===== src/rtl/stream_packer_if.sv =====
`default_nettype none
// ============================================================================
// Module      : stream_packer_if
// Description : Bundles the narrow upstream (forward) valid/ready stream and
//               the wide, packed downstream (backward) stream of the packer.
// Revision    : 1.0 - initial release
// ============================================================================
interface stream_packer_if #(
    parameter int L = 8,
    parameter int N = 4
);
    // Narrow upstream side
    logic             ready_f;
    logic             valid_f;
    logic [L-1:0]     data_f;
    logic             last_f;

    // Wide downstream side
    logic             ready_b;
    logic             valid_b;
    logic [L*N-1:0]   data_b;
    logic [N-1:0]     keep_b;
    logic             last_b;

    // Packer view: consumes the narrow stream, produces packed words
    modport slave (
        output ready_f,
        input  valid_f,
        input  data_f,
        input  last_f,
        input  ready_b,
        output valid_b,
        output data_b,
        output keep_b,
        output last_b
    );

    // Environment view: drives beats and consumes packed words
    modport master (
        input  ready_f,
        output valid_f,
        output data_f,
        output last_f,
        output ready_b,
        input  valid_b,
        input  data_b,
        input  keep_b,
        input  last_b
    );
endinterface
`default_nettype wire


===== src/rtl/stream_packer.sv =====
`default_nettype none
// ============================================================================
// Module      : stream_packer
// Description : Packs N consecutive L-bit beats into one L*N-bit word, lane 0
//               first. An end-of-packet beat flushes a partial word early and
//               keep_b marks which lanes carry data. Output is fully registered.
// Revision    : 1.0 - initial release
// ============================================================================
module stream_packer #(
    parameter int L = 8,
    parameter int N = 4
) (
    input  wire logic        clk,
    input  wire logic        rst,
    stream_packer_if.slave   bus
);

    localparam int CW = (N > 1) ? $clog2(N) : 1;
    localparam int AW = (N - 1) * L;

    // Partial-word state: beats already collected for the word in progress
    logic [CW-1:0]  r_cnt;
    logic [AW-1:0]  r_acc;

    // Output register
    logic           r_valid;
    logic [L*N-1:0] r_data;
    logic [N-1:0]   r_keep;
    logic           r_last;

    logic           w_ready;
    logic           w_accept;
    logic           w_complete;
    logic [L*N-1:0] w_acc_ext;
    logic [L*N-1:0] w_word;
    logic [N-1:0]   w_keep;

    // Upstream may only push when the output slot is free or being drained this
    // cycle; a stalled slot blocks even non-completing beats so nothing is lost.
    assign w_ready    = rst & (~r_valid | bus.ready_b);
    assign w_accept   = bus.valid_f & w_ready;
    assign w_complete = w_accept & ((r_cnt == CW'(N - 1)) | bus.last_f);

    // Top lane is never stored in the accumulator; pad so every lane indexes
    // a legal slice.
    assign w_acc_ext  = {{L{1'b0}}, r_acc};

    // Assemble the outgoing word: stored lanes below cnt, the live beat at
    // lane cnt, zeros above.
    always_comb begin
        w_word = '0;
        w_keep = '0;
        for (int i = 0; i < N; i++) begin
            if (CW'(i) == r_cnt) begin
                w_word[i*L +: L] = bus.data_f;
                w_keep[i]        = 1'b1;
            end else if (CW'(i) < r_cnt) begin
                w_word[i*L +: L] = w_acc_ext[i*L +: L];
                w_keep[i]        = 1'b1;
            end
        end
    end

    // Accumulate beats of the word in progress; a completing beat restarts at lane 0
    always_ff @(posedge clk) begin
        if (!rst) begin
            r_cnt <= '0;
            r_acc <= '0;
        end else if (w_complete) begin
            r_cnt <= '0;
            r_acc <= '0;
        end else if (w_accept) begin
            for (int i = 0; i < N - 1; i++) begin
                if (r_cnt == CW'(i)) begin
                    r_acc[i*L +: L] <= bus.data_f;
                end
            end
            r_cnt <= r_cnt + CW'(1);
        end
    end

    // Output register: a new word load takes priority over the drain handshake
    always_ff @(posedge clk) begin
        if (!rst) begin
            r_valid <= 1'b0;
            r_data  <= '0;
            r_keep  <= '0;
            r_last  <= 1'b0;
        end else if (w_complete) begin
            r_valid <= 1'b1;
            r_data  <= w_word;
            r_keep  <= w_keep;
            r_last  <= bus.last_f;
        end else if (r_valid && bus.ready_b) begin
            r_valid <= 1'b0;
        end
    end

    assign bus.ready_f = w_ready;
    assign bus.valid_b = r_valid;
    assign bus.data_b  = r_data;
    assign bus.keep_b  = r_keep;
    assign bus.last_b  = r_last;

endmodule
`default_nettype wire


===== src/flat_wrapper.sv =====
// flat-port wrapper written by rule: the top's interface ports become plain ports
module stream_packer_flat 
#(
    parameter int L = 8,
    parameter int N = 4
)
  (clk, rst, bus_ready_f, bus_valid_f, bus_data_f, bus_last_f, bus_ready_b, bus_valid_b, bus_data_b, bus_keep_b, bus_last_b);
  stream_packer_if #(.L(L), .N(N)) bus_i ();
  input  wire logic clk;
  input  wire logic rst;
  output wire logic [$bits(bus_i.ready_f)-1:0] bus_ready_f;
  input wire logic [$bits(bus_i.valid_f)-1:0] bus_valid_f;
  input wire logic [$bits(bus_i.data_f)-1:0] bus_data_f;
  input wire logic [$bits(bus_i.last_f)-1:0] bus_last_f;
  input wire logic [$bits(bus_i.ready_b)-1:0] bus_ready_b;
  output wire logic [$bits(bus_i.valid_b)-1:0] bus_valid_b;
  output wire logic [$bits(bus_i.data_b)-1:0] bus_data_b;
  output wire logic [$bits(bus_i.keep_b)-1:0] bus_keep_b;
  output wire logic [$bits(bus_i.last_b)-1:0] bus_last_b;
  assign bus_ready_f = bus_i.ready_f;
  assign bus_i.valid_f = bus_valid_f;
  assign bus_i.data_f = bus_data_f;
  assign bus_i.last_f = bus_last_f;
  assign bus_i.ready_b = bus_ready_b;
  assign bus_valid_b = bus_i.valid_b;
  assign bus_data_b = bus_i.data_b;
  assign bus_keep_b = bus_i.keep_b;
  assign bus_last_b = bus_i.last_b;
  stream_packer #(.L(L), .N(N)) u_core (.clk(clk), .rst(rst), .bus(bus_i));
endmodule

===== config.mk =====
export PLATFORM = sky130hd
export DESIGN_NAME = stream_packer_flat
export DESIGN_NICKNAME = d
export VERILOG_FILES = /design/src/rtl/stream_packer_if.sv /design/src/rtl/stream_packer.sv /design/src/flat_wrapper.sv
export SDC_FILE = /design/constraint.sdc
export NUM_CORES = 1
export LEC_CHECK = 0
export CORE_AREA = 2 2 94 114
export DETAILED_ROUTE_END_ITERATION = 6
export DIE_AREA = 0 0 96 116
export PLACE_DENSITY = 0.49
export SYNTH_ARGS = -nofsm -noshare
export SYNTH_HDL_FRONTEND = slang
export SYNTH_SLANG_ARGS = --single-unit

===== constraint.sdc =====
create_clock -name clk -period 1.92 [get_ports clk]
set_clock_uncertainty 0.2 [all_clocks]
set_input_delay 0.384 -clock clk [delete_from_list [all_inputs] [get_ports clk]]
set_output_delay 0.384 -clock clk [all_outputs]
set_load 0.01 [all_outputs]

# Word-level counts from Yosys, hierarchy flattened
# Index checks and enable logic that the tools add are counted.
# totals
reg_bits,64
latchBits,0
mem_bits_rw,0
mem_bits_ro,0
input_bits,13
out_inout_bits,39
word_cells,50
n_memories,0
# op_classes
add_sub_neg,1
n_mul,0
div,0
order_cmp,4
eq_ne,6
shift,0
muxes,17
bitwise,7
reduce_logical,7
# op_table
op,n
8-bit two-way mux,7
1-bit two-way mux,10
2-bit AND reduction,3
2-bit equality test (first input constant),2
2-bit equality test (second input constant),2
1-bit by 2-bit < comparator with 1-bit output (first input constant),2
2-bit < comparator (first input constant),2
1-bit AND,3
2-bit by 1-bit adder with 2-bit output (second input constant),1
1-bit by 2-bit equality test with 1-bit output (first input constant),1
2-bit by 1-bit equality test with 1-bit output (second input constant),1
2-bit zero test,1
1-bit NOT,2
1-bit OR,2
2-bit nonzero test,1
2-bit OR reduction,1
1-bit logical AND,1

# Depth between registers and ports, before layout
# depth
depth_word,6
depth_mapped,8
mapped_depth_nobuf,5

# Least setup slack after synthesis
# OpenSTA, ideal clock, no wires.
# synth_path
path_type,register to register
startpoint,reg u_core.r_cnt[1]
endpoint,reg u_core.r_data[6] (netlist: u_core.bus.data_b[6])
setup_ns,0.086
arrival_time_ns,1.675
t_required_ns,1.634
setup_slack_ns,-0.041
path_stages_with_launch,8
n_path_buf,3
period_less_slack_ns,1.961
cell_sequence,dfxtp_1 > clkbuf_1 > inv_1 > ha_1 > buf_2 > clkbuf_1 > mux2i_1 > a211oi_1
# synth_via
elab_chain_len,3
elab_cells_between_ends,7
classes_between,order compare (1); eq/ne (1); mux (2); bitwise (2); reduce/logical (1)
# synth_lines
element,line_no,source
from (decl),stream_packer.sv:22,logic [CW-1:0] r_cnt;
from (signal assigned),stream_packer.sv:78,r_cnt <= r_cnt + CW'(1);
1-bit by 2-bit < comparator with 1-bit output / 2-bit equality test (equally long branches),"stream_packer.sv:57, stream_packer.sv:42",
8-bit two-way mux / 1-bit OR (equally long branches),"stream_packer.sv:57, stream_packer.sv:42",
8-bit two-way mux / 1-bit AND (equally long branches),"stream_packer.sv:54, stream_packer.sv:42",
to (signal assigned),stream_packer.sv:91,r_data <= w_word;
to (decl),stream_packer.sv:27,logic [L*N-1:0] r_data;
# Parallel ways exist; a longest one is shown, timed or not.
# A chain may end at the register's enable or synchronous reset.

# Worst setup path after layout
# layout_path
startpoint,in rst
endpoint,reg u_core.r_data[5] (netlist: u_core.bus.data_b[5])
# layout_via
elab_chain_len,3
# layout_lines
element,line_no,source
from (decl),flat_wrapper.sv:10,input wire logic rst;
1-bit AND,stream_packer.sv:40,assign w_ready = rst & (~r_valid | bus.ready_b);
1-bit AND,stream_packer.sv:41,assign w_accept = bus.valid_f & w_ready;
1-bit AND,stream_packer.sv:42,assign w_complete = w_accept & ((r_cnt == CW'(N - 1)) | bus.last_f);
# Parallel ways exist; a longest one is shown, timed or not.

==> results.sh <==
export IMPL_coreArea_um2=9960
export IMPL_postRouteAntennaNets=0
export IMPL_yosys_area_top_type_share_pct=42.5
export IMPL_antenna_found_initial=0
export IMPL_synth_seq_cells=64
export IMPL_layout_common_cells="dfxtp_1, clkdlybuf4s50_1, a31oi_1"
export IMPL_cts_tree="done"
export IMPL_layout_commonest_cell="dfxtp_1"
export IMPL_setup_worst_path_start_class="input pin"
export IMPL_area_growth_pct=38.1
export IMPL_track_usage_pct=17.0
export IMPL_reg2reg_setup_slack_ns=0.16
export IMPL_io_buffers=51
export IMPL_syn_area_per_cell_um2=9.67
export IMPL_yosysWarnings=0
export IMPL_tightestPinTransition_ns=0.561
export IMPL_required_ns=1.95
export IMPL_hold_viol=0
export IMPL_run_status="finished, final reports clean"
export IMPL_worstSetupStartpoint="rst"
export IMPL_critPathMaxFanout=11
export IMPL_ctsHoldBuffers=0
export IMPL_rr_worst_depth=5
export IMPL_wl_um=9000
export IMPL_placed_cells=483
export IMPL_place_congestion=0.776
export IMPL_clock_path_buffers=2
export IMPL_die_area_um2=11100
export IMPL_grt_max_degree=33
export IMPL_reg2reg_to="u_core.bus.data_b[5]"
export IMPL_period_minus_slack_ns=1.82
export IMPL_post_route_period_util_pct=94.6
export IMPL_cp_end_kind="register"
export IMPL_clk_pin_slew_worst_paths_ns=0.06
export IMPL_rsz0062_at_grt="false"
export IMPL_grt_pass1_vias=2635
export IMPL_critPathArrivalTime_ns=1.85
export IMPL_synthDistinctLibCells=33
export IMPL_die_w_um=96
export IMPL_io_pins=52
export IMPL_cts_setup_buffers=0
export IMPL_drt_iter0_markers=141
export IMPL_hold_class="reg -> reg"
export IMPL_cts_made_buffers=9
export IMPL_hpwl_um=5780
export IMPL_final_nets=386
export IMPL_maxCapViolations=0
export IMPL_syn_nets=330
export IMPL_rr_startpoint="u_core.r_cnt[1]"
export IMPL_die_height_um=116
export IMPL_irDropWorstVdd_mv=0.338
export IMPL_crit_type="in -> reg"
export IMPL_synth_area_um2=3020
export IMPL_cts_sinks=64
export IMPL_wl_per_cell_um=18.1
export IMPL_placementRows=40
export IMPL_setup_viol=0
export IMPL_initial_core_util_pct=30.3
export IMPL_slew_headroom_pct=62.5
export IMPL_post_route_util_pct=41.8
export IMPL_fillCellCount=1000
export IMPL_cts_root_buf="clkbuf_16"
export IMPL_clk_latency_ns=0.32
export IMPL_crit_end="u_core.bus.data_b[5]"
export IMPL_p_per_area_nw_per_um2=825
export IMPL_synth_top_area_cell="dfxtp_1"
export IMPL_drive_above_1_share_pct=22.8
export IMPL_netlist_instances=312
export IMPL_leakage_nw=1.39
export IMPL_h_tree_depth=3
export IMPL_remaining_drc_errors=0
export IMPL_synthTopCellsByArea="dfxtp_1, o31ai_1, a21oi_2, a31oi_1, a311oi_2"
export IMPL_grt_ovfl_total=0
export IMPL_fmax_ghz=0.551
export IMPL_dr_pass1_iters=4
export IMPL_drv_slew=0
export IMPL_diodes=0
export IMPL_grt_pass1_wl_um=14300
export IMPL_final_cells=498
export IMPL_vias_per_cell=5.44
export IMPL_num_vias=2708
export IMPL_seq_area_frac_synth_pct=42.5
==> worst min path at each step <==
stage | start | end | slack, ns | depth (start not counted)
3_3_place_gp | u_core.r_acc[0] | u_core.r_acc[0] | 0.25 | 2
5_1_grt | u_core.bus.data_b[26] | u_core.bus.data_b[26] | 0.29 | 1
4_1_cts | u_core.r_acc[2] | u_core.r_acc[2] | 0.27 | 2
3_5_place_dp | u_core.bus.keep_b[0] | u_core.bus.keep_b[0] | 0.26 | 1
6_report | u_core.r_acc[2] | u_core.r_acc[2] | 0.27 | 2
2_1_floorplan | u_core.r_acc[0] | u_core.r_acc[0] | 0.24 | 2
==> stage by stage <==
stage	worst slack, ns	setup TNS [ns]	power, W	instance area [um2]	hold WS [ns]
after floorplan	0.0517	0	0.00164	3020	0.245
after global placement	-0.423	-13.13	0.00186	3870	0.254
after detailed placement	-0.421	-13.21	0.00186	3870	0.261
after CTS	0.0187	0	0.00348	4160	0.273
after global routing	0.00966	0	0.00357	4170	0.289
final	0.104	0	0.00344	4170	0.270
==> registers in the layout (all words and copies together), names as in the netlist <==
name                cells
u_core.bus.keep_b       4
u_core.bus.valid_b      1
u_core.r_acc           24
u_core.bus.data_b      32
u_core.bus.last_b       1
u_core.r_cnt            2
==> where the power goes <==
group          internal (W)  switching (W)
clock network       0.00103       0.000575
registers           0.00137      0.0000203
logic              0.000204       0.000239
total               0.00260       0.000835
==> synth_stat cells, drive strengths merged <==
library cell,number
nand2,17
nand4,24
a211oi,9
nand2b,2
ha,5
o31ai,25
or2,1
a31oi,28
a22o,8
nor2b,2
a311oi,17
o21ai,2
and2,1
dfxtp,64
o21a,3
clkbuf,20
nand3,11
mux2i,8
nor2,1
nand3b,8
buf,19
and3,1
a31o,1
inv,7
nor3,1
a21oi,27
==> what timing repair did <==
item / 4_1_cts / 5_1_grt
endpoints found under the hold margin: 0 / 0
setup endpoints to repair: 1 / 11
resized for setup: 5 / 3
==> critical path, cell delays in order <==
cell and delay (ns):
clkdlybuf4s50_1 0.43, buf_4 0.17, and2_2 0.21, and3_1 0.22
buf_4 0.20, a211oi_1 0.23
==> metal layers <==
layer / GRT usage (%) / part of all wire (%) / vias up
met3: 3.19 / 4.2 / 15
met2: 24.9 / 45 / 78
met5: 0 / 0 / -
met4: 8.48 / 2.9 / 0
met1: 23.7 / 47 / 1298
li1: - / - / 1317
==> layout make-up <==
cell class | count | area (um2) | area share (%)
Multi-Input combinational cell | 202 | 1520 | 36.5
Timing Repair Buffer | 84 | 893 | 21.4
Inverter | 7 | 26.3 | 0.631
Tap cell | 126 | 158 | 3.78
Clock inverter | 3 | 42.5 | 1.02
Clock buffer | 12 | 246 | 5.92
Sequential cell | 64 | 1280 | 30.8
==> cell families after synthesis <==
kind of cell,count (synthesis),synth area share (%)
DFF,64,42.5
muxes,8,2.65
buffers and inverters,46,7.84
adders and majority gates,5,2.07
and+or+nand+nor,69,12.8
AOI/OAI and AO/OA,120,32.1
Power figures use the tool's default switching activity.
